--- src/rtl/mem_access_ctrl.sv ---
// Load/store sequencer between the core and a word-wide memory port.
// Realigns byte lanes, splits word-crossing accesses and faults the high region.
module mem_access_ctrl (
  input  logic        clk,
  input  logic        reset,
  input  logic        req_valid,
  output logic        req_ready,
  input  logic        req_we,
  input  logic [2:0]  req_size,
  input  logic [31:0] req_addr,
  input  logic [31:0] req_wdata,
  output logic        done,
  output logic        err,
  output logic [31:0] rdata,
  output logic        mem_req,
  output logic [31:0] mem_addr,
  output logic [3:0]  mem_wen,
  output logic [31:0] mem_wdata,
  input  logic [31:0] mem_rdata,
  input  logic        mem_ack
);

  typedef enum logic [1:0] {IDLE, ACC0, ACC1, DONE} state_t;

  state_t      state, state_n;
  logic        we_q;
  logic [2:0]  size_q;
  logic [31:0] addr_q, wdata_q, lo_q;

  logic        accept;
  logic        src_we;
  logic [2:0]  src_size;
  logic [31:0] src_addr, src_wdata;
  logic [1:0]  off;
  logic [2:0]  nbytes;
  logic [3:0]  byte_mask;
  logic [7:0]  mask8;
  logic [63:0] data64;
  logic        split, fault;
  logic [31:0] ld_lo, ld_raw, ld_ext;

  logic        mem_req_n, done_n, err_n;
  logic [31:0] mem_addr_n, mem_wdata_n, rdata_n;
  logic [3:0]  mem_wen_n;

  assign req_ready = (state == IDLE) && !reset;
  assign accept    = req_valid && req_ready;

  // In IDLE the live request drives the lane math so the first transaction
  // can be registered on the accept edge; afterwards the latched copy does.
  assign src_we    = (state == IDLE) ? req_we    : we_q;
  assign src_size  = (state == IDLE) ? req_size  : size_q;
  assign src_addr  = (state == IDLE) ? req_addr  : addr_q;
  assign src_wdata = (state == IDLE) ? req_wdata : wdata_q;

  always_comb begin
    case (src_size[2:1])
      2'b00:   begin nbytes = 3'd1; byte_mask = 4'b0001; end
      2'b01:   begin nbytes = 3'd2; byte_mask = 4'b0011; end
      default: begin nbytes = 3'd4; byte_mask = 4'b1111; end
    endcase
  end

  assign off    = src_addr[1:0];
  assign mask8  = {4'b0000, byte_mask} << off;
  assign data64 = {32'b0, src_wdata} << {off, 3'b000};
  assign split  = ({1'b0, off} + nbytes) > 3'd4;
  // With addr[31]=0 the second word only reaches the high region on a carry out of addr[30:2].
  assign fault  = (src_size[2:1] == 2'b11) || src_addr[31] || (split && (&src_addr[30:2]));

  assign ld_lo  = (state == ACC0) ? mem_rdata : lo_q;
  assign ld_raw = 32'({mem_rdata, ld_lo} >> {off, 3'b000});

  always_comb begin
    case (src_size[2:1])
      2'b00:   ld_ext = src_size[0] ? {24'b0, ld_raw[7:0]}  : {{24{ld_raw[7]}}, ld_raw[7:0]};
      2'b01:   ld_ext = src_size[0] ? {16'b0, ld_raw[15:0]} : {{16{ld_raw[15]}}, ld_raw[15:0]};
      default: ld_ext = ld_raw;
    endcase
  end

  // NOTE: sequential state uses non-blocking assignments so every flop samples pre-edge values.
  always_ff @(posedge clk) begin
    if (reset) state <= IDLE;
    else       state <= state_n;
  end

  always_comb begin
    state_n = state;
    case (state)
      IDLE:    if (accept)  state_n = fault ? DONE : ACC0;
      ACC0:    if (mem_ack) state_n = split ? ACC1 : DONE;
      ACC1:    if (mem_ack) state_n = DONE;
      DONE:                 state_n = IDLE;
      default:              state_n = IDLE;
    endcase
  end

  // NOTE: every output-next value is assigned a default first, so no path infers a latch.
  always_comb begin
    mem_req_n   = mem_req;
    mem_addr_n  = mem_addr;
    mem_wen_n   = mem_wen;
    mem_wdata_n = mem_wdata;
    done_n      = 1'b0;
    err_n       = 1'b0;
    rdata_n     = '0;
    case (state)
      IDLE: begin
        if (accept && fault) begin
          done_n = 1'b1;
          err_n  = 1'b1;
        end else if (accept) begin
          mem_req_n   = 1'b1;
          mem_addr_n  = {src_addr[31:2], 2'b00};
          mem_wen_n   = src_we ? mask8[3:0] : 4'b0000;
          mem_wdata_n = data64[31:0];
        end
      end
      ACC0, ACC1: begin
        if (mem_ack && state == ACC0 && split) begin
          mem_addr_n  = mem_addr + 32'd4;
          mem_wen_n   = src_we ? mask8[7:4] : 4'b0000;
          mem_wdata_n = data64[63:32];
        end else if (mem_ack) begin
          mem_req_n   = 1'b0;
          mem_addr_n  = '0;
          mem_wen_n   = 4'b0000;
          mem_wdata_n = '0;
          done_n      = 1'b1;
          rdata_n     = src_we ? 32'b0 : ld_ext;
        end
      end
      default: ;
    endcase
  end

  always_ff @(posedge clk) begin
    if (reset) begin
      mem_req   <= 1'b0;
      mem_addr  <= '0;
      mem_wen   <= 4'b0000;
      mem_wdata <= '0;
      done      <= 1'b0;
      err       <= 1'b0;
      rdata     <= '0;
    end else begin
      mem_req   <= mem_req_n;
      mem_addr  <= mem_addr_n;
      mem_wen   <= mem_wen_n;
      mem_wdata <= mem_wdata_n;
      done      <= done_n;
      err       <= err_n;
      rdata     <= rdata_n;
    end
  end

  // NOTE: request and low-word holding registers need no reset; they are only read after being loaded.
  always_ff @(posedge clk) begin
    if (accept) begin
      we_q    <= req_we;
      size_q  <= req_size;
      addr_q  <= req_addr;
      wdata_q <= req_wdata;
    end
    if (state == ACC0 && mem_ack) lo_q <= mem_rdata;
  end

endmodule

--- config.mk ---
export PLATFORM = sky130hd
export DESIGN_NAME = mem_access_ctrl
export DESIGN_NICKNAME = d
export VERILOG_FILES = /design/src/rtl/mem_access_ctrl.sv
export SDC_FILE = /design/constraint.sdc
export NUM_CORES = 1
export LEC_CHECK = 0
export BUFFER_PORTS_ARGS = -buffer_cell sky130_fd_sc_hd__buf_2
export CAP_MARGIN = 25
export CORE_UTILIZATION = 53
export CTS_CLUSTER_SIZE = 12
export DETAILED_ROUTE_END_ITERATION = 16
export GPL_ROUTABILITY_DRIVEN = 0
export PLACE_DENSITY = 0.79
export RECOVER_POWER = 50
export SETUP_SLACK_MARGIN = 0.02
export SLEW_MARGIN = 10
export SYNTH_ARGS = -nofsm -noshare
export SYNTH_HDL_FRONTEND = slang
export SYNTH_SLANG_ARGS = --single-unit
--- constraint.sdc ---
create_clock -name clk -period 6.3 [get_ports clk]
set_input_delay 1.89 -clock clk [delete_from_list [all_inputs] [get_ports clk]]
set_output_delay 1.89 -clock clk [all_outputs]
set_load 0.01 [all_outputs]
* Yosys cells after proc, flatten, opt, wreduce, memory -nomap -nowiden *
Cells that the tools add are included.

storage, ports and cells
  register bits after elaboration = 205
  bits of input ports = 104
  output and inout port bits = 104
  logic and storage cells = 94

cells by class
  $add $sub $neg = 2
  magnitude comparators = 1
  eq/ne operators = 12
  shifts and indexed selects = 3
  mux-type cells = 41
  bitwise gates (word level) = 3
  reductions and logical operators = 19

operators by type and width
  operator                 number
  $mux W32                 12
  $pmux W32 S2             3
  $shl A32 B5 Y64          1
  $shr A64 B5 Y32          1
  $add A32 B3 Y32 const B  1
  $reduce_and A29 Y1       1
  $mux W4                  6
  $pmux W4 S2              2
  $ne A2 B2 Y1 const B     6
  $mux W1                  9
  $mux W2                  4
  $pmux W2 S4              1
  $shl A4 B2 Y8            1
  $eq A2 B2 Y1 const B     3
  $logic_and A1 B1 Y1      6
  $pmux W3 S2              1
  $reduce_and A5 Y1        1
  $reduce_or A5 Y1         1
  $eq A2 B1 Y1 const B     2
  $logic_not A2 Y1         2
  $pmux W1 S2              2
  $reduce_and A4 Y1        1
  $reduce_or A2 Y1         2
  $add A2 B3 Y3            1
  other kinds (8)          11

* Longest topological paths before layout *
Gate-level depths: netlist of the first run.

  depth after elaboration = 11
  gate-level depth with buffers = 19
  mapped depth without buffers = 14

* Least setup slack after synthesis of the first run *
OpenSTA, ideal clock, no wires.

  path kind = input-to-reg
  start = input reset
  end = register mem_addr[3]
  setup time = 0.132 ns
  data arrival time = 5.046 ns
  required time = 6.168 ns
  path slack = 1.122 ns
  cell stages on the path = 10
  path buffers = 3
  cells stage by stage = clkbuf_1 > and2b_1 > nand2_1 > inv_1 > nand3_1 > o21a_4 > buf_6 > buf_2 > a211oi_1 > nor3_1

between the ends
  word-level cells in the longest chain between the ends = 6
  elaborated cells between the ends (all ways) = 7
  those cells by class = eq/ne (2); reduce/logical (5)

ends and longest elaborated chain
  what                                    line  text
  from (decl)                             5     input logic reset,
  $logic_not A1 Y1 (*)                    46    assign req_ready = (state == IDLE) && !reset;
  $logic_and A1 B1 Y1 (*)                 46
  named net req_ready                     7     output logic req_ready,
  $logic_and A1 B1 Y1 (*)                 47    assign accept = req_valid && req_ready;
  named net accept                        30    logic accept;
  $logic_and A1 B1 Y1                     110   if (accept && fault) begin
  $ne A2 B2 Y1 (no source line)           -
  $reduce_and A4 Y1 (no source line) (*)  -
  to (signal assigned)                    149   mem_addr <= mem_addr_n;
  to (decl)                               16    output logic [31:0] mem_addr,

The timed path passes the listed nets; every way through them passes the cells marked *.
A chain may end at the register's enable or synchronous reset.

* Worst setup path after layout of the first run *
  start = input mem_ack
  end = register mem_wdata[16]

between the ends
  word-level cells in the longest chain between the ends = 4
  elaborated cells between the ends (all ways) = 6
  those cells by class = eq/ne (1); mux (2); reduce/logical (3)

ends and longest elaborated chain
  what                                                                line  text
  from (decl)                                                         20    input logic mem_ack
  $logic_and A1 B1 Y1 (2 in series)                                   121   if (mem_ack && state == ACC0 && split) begin
  $ne A3 B3 Y1 (no source line) or $mux W32 (tied branches)           -
  $reduce_and A4 Y1 (no source line) or $pmux W32 S2 (tied branches)  -
  to (signal assigned)                                                151   mem_wdata <= mem_wdata_n;
  to (decl)                                                           18    output logic [31:0] mem_wdata,

Parallel ways exist; a longest one is shown, timed or not.

==> impl.org, run 1 <==
** Run status
- The run finished, with violations left.
- The final reports fail on max-capacitance violations, max-slew violations.

** Synth
- Sequential cell area fraction in the yosys report :: between 40% and 50%
- For this run, the leading register cell type out of synthesis is dfxtp_1.
- Distinct cells, synth :: 66
- Most numerous cell in the Yosys netlist :: nor2_1
- Counting flops with a built-in enable in the synthesized netlist gives 100.
- Main area contributors after synthesis :: edfxtp_1 28%, dfxtp_1 19%, mux2i_1 6.9%
- Synthesis produced a netlist whose cell count is approximately 1.1k.
- Synth async-reset ratio :: 0%
- Commonest cells in the synthesized netlist :: 120 x nor2_1, 105 x a21oi_1, 103 x dfxtp_1
- After synthesis, the largest area contributor takes up approximately 28% of total cell area.
- Synthesized area per cell :: roughly 9.7 sq um
- Synthesis inferred 203 register bits.
- Combined area of all synthesized cells :: 10600 sq um
- Summed over all instances, the cell type with the most area after synthesis is edfxtp_1.
- For this run, the number of Yosys warnings is 0.

** STA
- For the pin with the worst max-slew slack, the measured transition is 2.04 ns.
- Adding up every negative setup slack in the final design gives 0 ns.
- The worst pin sits at a relative slew slack of -36.2%.
- Min Tclk post-route :: 5.05 ns
- # setup viols final :: 0
- Setup repair after global routing left no endpoint under its margin.
- The count of final max-slew check failures is 34.
- Final Cycle Share :: between 80 and 90%
- Highest achievable clock rate :: 198 MHz
- Final Hold Vio Count :: 0
- Post-Route Skew :: 0.0120 ns

** Worst setup path
- Crit end category :: register
- Setup slack on the worst reg-to-reg path comes out at around 1.5 ns.
- STA classifies the critical path startpoint as a primary input.
- Reg-to-reg critical path endpoint :: mem_wdata[16]
- Arrival time reported for the critical path endpoint :: 5.48 ns
- Number of cell instances on the worst register-to-register path :: 12
- On the critical path the largest part of the delay comes from buffers and inverters.
- Ordered cell list for the critical path :: clkbuf_1 -> and2_1 -> clkbuf_1 -> nand2_1 -> nor3_2 -> buf_4 -> nand2_1 -> o32ai_1 -> nor2_1 -> nor3_1
- At the worst endpoint, the required time is 6.73 ns.
- Buffers plus inverters on the worst setup path :: 3
- The worst setup path is of the primary input to register kind.
- In this design, the stage delay of the slowest critical-path cell is 1.45 ns.
- Along the worst path, the maximum fanout reaches 33.
- Reg2reg start :: state[1]
- Among all stages on the critical path, the largest delay is contributed by clkbuf_1.

** Worst hold path
- The worst hold path begins at mem_wen[3].
- Counting instances, the worst hold path has a depth of 2.
- Worst hold path class :: register to register
- For hold timing, the worst endpoint is mem_wen[3].

** Drt
- Vias per inst :: around 6
- Detail-routed net length per standard cell :: 19.6 microns
- DR DRC count :: 0
- Number of nets with antenna violations after detailed routing :: 0
- Routed WL :: 30200 microns
- Via count of the routed design :: ~9.4k
- Detailed-routing iteration count for the pre-antenna-repair pass :: 5
- Drt initial violations :: 971

** Die
- In this run the standard cell core region covers 19600 sq um.
- For this configuration, the core starts out at a cell density of 54.3%.
- 208 I/O pins were placed.
- Row cnt :: 51
- The die covers 20700 sq um.
- In this run the horizontal extent of the chip is 144 microns.
- Die height :: between 100 and 150 microns

** Place
- Once detailed placement completed, the half-perimeter wirelength came to 20400 microns.
- After detailed placement, the design holds a cell count of 1497.
- IO buf count :: 205

** Final layout
- Finished Layout Cells :: 1540
- Layout Nets :: 1369
- Relative to the synthesized area, the layout overhead comes to 14.9%.
- Post-layout utilization of the core :: 62.4%
- Cells with a size suffix above 1 make up 10.8% of the layout.

** Clock network
- CTS Hold Bufs :: 0
- The root buffer cell chosen for the clock tree is clkbuf_16.
- TritonCTS built the clock tree.
- After clock tree synthesis, the clock-pin slew on the worst setup and hold paths is about 0.060 ns.
- Clk sinks :: 203
- In this run, post-CTS repair resized a total of 0 instances.
- In this run the number of H-tree levels came out at 1.
- The clock passes through at most 3 buffers.
- Setup bufs post-CTS :: 0
- Clock buffers created by TritonCTS :: 23
- Clock latency on the worst-skew pair, taken at its later pin, is 0.51 ns.

** Global routing
- Via count of the first global-routing pass :: 8660
- Initial antenna violation count :: 4
- Global-route congestion overflow total :: 0
- Global-route usage over all layers :: 28.9%
- The first global-routing pass estimated between 40000 and 50000 microns of wire.
- Largest net degree at the start of global routing :: 72

** Job
- Max-cap viol count :: 1

** Pwr
- Pwr per Cell Area :: between 400 and 500 nW/um^2
- Overall Power :: 6030 uW
- LEAKAGE :: 0.00439 uW
- VDD sags by at most 0.000391 V.
==> logic make-up after synthesis <==
group	count (synthesis)	synth area share, %
adders and majority gates	8	1.01
xor gates and xnor gates	1	0.153
and+or+nand+nor	361	15.8
buffers and inverters	109	4.64
muxes	106	11.6
other	1	0.0352
AOI/OAI and AO/OA	310	19.2
DFF	203	47.6
==> worst max-delay path by stage <==
stage / startpoint / endpoint / slack [ns] / cells past startpoint
after floorplan: reset / mem_addr[3] / 1.12 / 10
after global placement: req_size[2] / mem_addr[7] / 1.10 / 13
after detailed placement: req_size[2] / mem_addr[17] / 0.96 / 13
after CTS: req_size[2] / mem_addr[17] / 1.45 / 13
after global routing: mem_ack / mem_wdata[16] / 0.88 / 10
final: mem_ack / mem_wdata[16] / 1.25 / 10
==> where the power goes <==
part,internal [uW],total (uW),leakage (uW),switching (uW)
registers,1690,1920,0.00176,230
clock network,746,1270,0.000342,520
logic,1030,2840,0.00228,1810
==> through the flow <==
stage | area (sq um) | worst slack [ns] | hold slack, ns
2_1_floorplan | 10700 | 1.12 | 0.476
3_3_place_gp | 11700 | 1.10 | 0.437
3_5_place_dp | 11700 | 0.963 | 0.448
4_1_cts | 12400 | 1.45 | 0.456
5_1_grt | 12200 | 0.880 | 0.481
6_report | 12200 | 1.25 | 0.463
==> flip-flops by register name (all words and copies together) (netlist names), 2 cells and up <==
register and cells:
addr_q 32, mem_wen 4, wdata_q 32, state 2, size_q 3, rdata 32
mem_addr 30, mem_wdata 32, lo_q 32
==> worst register-to-register path: stages (launching register included) <==
cell and delay (ns):
dfxtp_1 0.35, inv_1 0.12, ha_2 0.17, buf_4 0.53
and2_1 0.22, clkbuf_1 1.45, nand2_1 0.24, nor3_2 0.18
buf_4 0.29, nand2_1 0.46, o32ai_1 0.49, nor2_1 0.07
nor3_1 0.14
==> metal layers <==
metal  GRT usage (%)  vias up  share of wire [%]
li1                -     4437                  -
met1            39.4     4434                 43
met2            45.7      500                 45
met3            6.40       54                9.5
met4            8.45        2                2.4
met5               0        -              0.043
==> cell usage in the layout (no fill, tap or decap), drive strengths merged, types with 15 or more instances in the layout <==
cell type,instances
nor3,31
o211ai,15
clkbuf,205
buf,51
a31oi,18
inv,20
o32ai,20
nor2,122
nand2,89
mux2i,75
a21oi,115
o21ai,35
mux2,22
nand3,25
nor2b,25
a211oi,54
edfxtp,100
or3,17
dfxtp,103
==> layout make-up <==
type	instances	area, sq um
Tap cell	265	332
Antenna cell	3	7.51
Multi-Input combinational cell	788	5120
Clock inverter	4	18.8
Timing Repair Buffer	220	922
Clock buffer	36	689
Fill cell	1696	7360
Inverter	21	78.8
Sequential cell	203	5060
(Power assumes the default switching activity.)
==> inputs of run 2 (changes only) <==
--- a/config.mk
+++ b/config.mk
@@ -7,11 +7,11 @@
 export LEC_CHECK = 0
 export BUFFER_PORTS_ARGS = -buffer_cell sky130_fd_sc_hd__buf_2
 export CAP_MARGIN = 25
-export CORE_UTILIZATION = 53
+export CORE_UTILIZATION = 51
 export CTS_CLUSTER_SIZE = 12
 export DETAILED_ROUTE_END_ITERATION = 16
 export GPL_ROUTABILITY_DRIVEN = 0
-export PLACE_DENSITY = 0.79
+export PLACE_DENSITY = 0.8
 export RECOVER_POWER = 50
 export SETUP_SLACK_MARGIN = 0.02
 export SLEW_MARGIN = 10
==> constraint.sdc (replaced) <==
create_clock -name clk -period 4.47 [get_ports clk]
set_input_delay 1.341 -clock clk [delete_from_list [all_inputs] [get_ports clk]]
set_output_delay 1.341 -clock clk [all_outputs]
set_load 0.01 [all_outputs]
==> run 2 against run 1 <==
The flow still finishes with violations (max-capacitance violations, max-slew violations). Setup slack lost 0.53 ns. Register-to-register slack lost 0.70 ns. Routed wire length grew 1.4%. Highest routed layer is now met4.
==> impl.org, run 2 (same netlist as run 1, synthesis figures left out) <==
** Global routing
- The via count of the first global-routing pass is 9029.
- Global-route congestion overflow total :: 0
- Initial antenna violation count :: 1
- First-pass GRT wire length :: around 48000 microns
- Largest net degree at the start of global routing :: between 60 and 70
- Global-route usage over all layers :: 28.0%

** Drt
- For this run, design rule violations remaining after detail routing come to 0.
- Number of nets with antenna violations after detailed routing :: 0
- Routed WL :: 30600 microns
- In this run, the number of DRC markers left after iteration 0 of detailed routing was 1055.
- Dividing the detail-routed via count by the number of cells gives 6.13.
- After detailed routing, the average wire length per cell comes to 19.7 microns.
- Via count of the routed design :: 9541
- Detailed-routing iteration count for the pre-antenna-repair pass :: 7

** Die
- Starting density of the core :: 52.3%
- The floorplan step defined a die boundary enclosing around 21000 sq um.
- Row cnt :: 52
- Number of ports placed on the die boundary :: 208
- Die height :: 146 microns
- Area of the core :: 20400 sq um
- DIE WIDTH :: 146 microns

** Final layout
- 0 antenna diodes ended up in the layout.
- Fraction of layout cells with a size suffix above 1 :: a little under an eighth
- Leading cell types in the layout, fill and taps excluded :: 177 x clkbuf_1, 120 x nor2_1, 105 x a21oi_1
- Layout Nets :: 1382
- Leaving out fill and tap cells, the most frequent cell in the layout is clkbuf_1.
- Relative area change from synthesis to final layout :: 15.8%

** Worst setup path
- Type of the worst setup path :: primary input to register
- Maximum fanout along the worst path :: 23
- At the worst endpoint, the required time is 4.87 ns.
- Together, buffers and inverters on the worst path number 5.
- Crit end category :: register
- CP max stage cell :: fa_1
- STA classifies the critical path startpoint as a primary input.
- Crit-path leading delay family :: simple AND/OR/NAND/NOR gates
- The largest single stage delay on the critical path is ~0.48 ns.
- Arrival time reported for the critical path endpoint :: slightly above 4 ns
- Traced cell by cell, the critical path runs through clkbuf_1 -> mux2i_4 -> nand2_1 -> inv_1 -> ha_1 -> inv_1 -> fa_1 -> nor2b_1 -> a211oi_1 -> and4_1 -> buf_4 -> o21ai_4 -> buf_4 -> nand2_1 -> o32ai_1.

** Pwr
- Combinational power share :: 47.8%
- For this design the total switching power over the nets is 3610 uW.
- Worst vdd rail ir drop :: 0.000439 V
- Of the total power, registers draw 31.5%.
- Pint :: 4940 uW
- Pwr per Cell Area :: 693 nW/um^2
- In this run switching power makes up 42.2% of total power.
- Relative contribution of the clock network to total power :: 20.8%
- LEAKAGE :: 0.00445 uW

** STA
- Final Cycle Share :: 83.8%
- In the final timing run, aggregate negative setup slack is 0 ns.
- At the pin with the least slew margin, the transition time is 1.99 ns.
- Post-Route Skew :: 0.0152 ns
- The total count of hold-check failures in the final report came to 0.
- The worst path in the final design needs a cycle of about 3.7 ns, including I/O delays and setup.
- The count of final max-slew check failures came to 33.
- RSZ-0062 raised after global routing :: false
- Worst slew margin :: -32.4%
- Setup violations remaining at the end of the flow were counted as 0.
- On the final layout, the worst hold slack is 0.460 ns.
- Highest achievable clock rate :: ~270 MHz

** Place
- In this run the tool buffered the top-level ports with 205 buffer cells.
- HPWL after DPL :: 20900 microns

** Clock network
- Hold repair after CTS inserted 0 buffers.
- Clock tree synthesis selected as its root buffer the cell clkbuf_16.
- The longest clock path from root to sink contains 3 buffers.
- CTS tree :: built
- The later pin in the worst-skew pair is clocked with a latency of 0.51 ns.
- Clock-pin slew was measured on the worst setup and hold paths at approximately 0.060 ns.
- Setup bufs post-CTS :: 0
- Clock buffers created by TritonCTS :: 23
- CTS-repair resized insts :: 0
- H-tree levels :: 1
- Clk sinks :: 203

** Job
- The tool flagged a number of max-cap violations equal to 1.

** Run status
- The flow ran to the end, but the final reports show violations.
- Violated checks :: max-capacitance violations, max-slew violations

** Worst hold path
- In this run the worst hold path is classified as register to register.
==> run 2: cell count changes in the layout (fill, tap and decap cells not counted), moves of 2 or more <==
cell	previous run	this run
buf_2	38	40
buf_4	13	26
clkinv_1	4	1
clkinv_2	0	3
diode_2	3	0
==> run 2: power groups by stage <==
stage               combinational (uW)  sequential [uW]  clock (uW)
finish                            4080             2690        1770
global route                      4460             2730        1890
CTS                               4090             2670        1800
detailed placement                4070             2700           0
global placement                  3970             2690           0
floorplan                         2900             2750           0
==> run 2: routing by layer <==
layer	global-route usage, %	part of all wire, %
met2	44.5	46
met5	0	0
met3	5.69	10
met4	9.06	3.2
met1	38.2	41
==> run 2: layout make-up <==
type                       instances  area [sq um]
clock buffer                      38           693
clock inverter                     3          15.0
fill                            1769          8030
inverter                          21          82.6
multi-input combinational        788          5120
sequential                       203          5060
tap                              270           338
timing repair buffer             233          1020
==> run 2: through the flow <==
stage	util, %	instance area [sq um]	setup WS [ns]	instances	power, uW
after global placement	58.1	11800	0.399	1515	6660
after global routing	60.6	12300	0.548	1556	9070
final	60.6	12300	0.723	1556	8550
after detailed placement	58.1	11800	0.258	1515	6770
after floorplan	-	10700	0.136	1100	5650
after CTS	61.6	12500	0.756	1556	8560
==> run 2: final timing paths <==
kind / startpoint / end / slack, ns / cells after the start
worst min register to register: mem_wen[1] / mem_wen[1] / 0.46 / 2
worst max-delay path: req_size[2] / mem_addr[6] / 0.72 / 15
worst min-delay path: mem_wen[1] / mem_wen[1] / 0.46 / 2
worst max register to register: state[0] / mem_addr[7] / 0.82 / 10
==> run 2: worst reg2reg max path, stage by stage, from the launching register on <==
cell and delay [ns]:
dfxtp_1 0.34, inv_1 0.14, ha_4 0.27, buf_4 0.56
and2b_1 0.32, nand2_1 0.16, clkinvlp_4 0.39, nand3_1 0.26
o21a_4 0.41, nor2_1 0.51, a32o_1 0.24
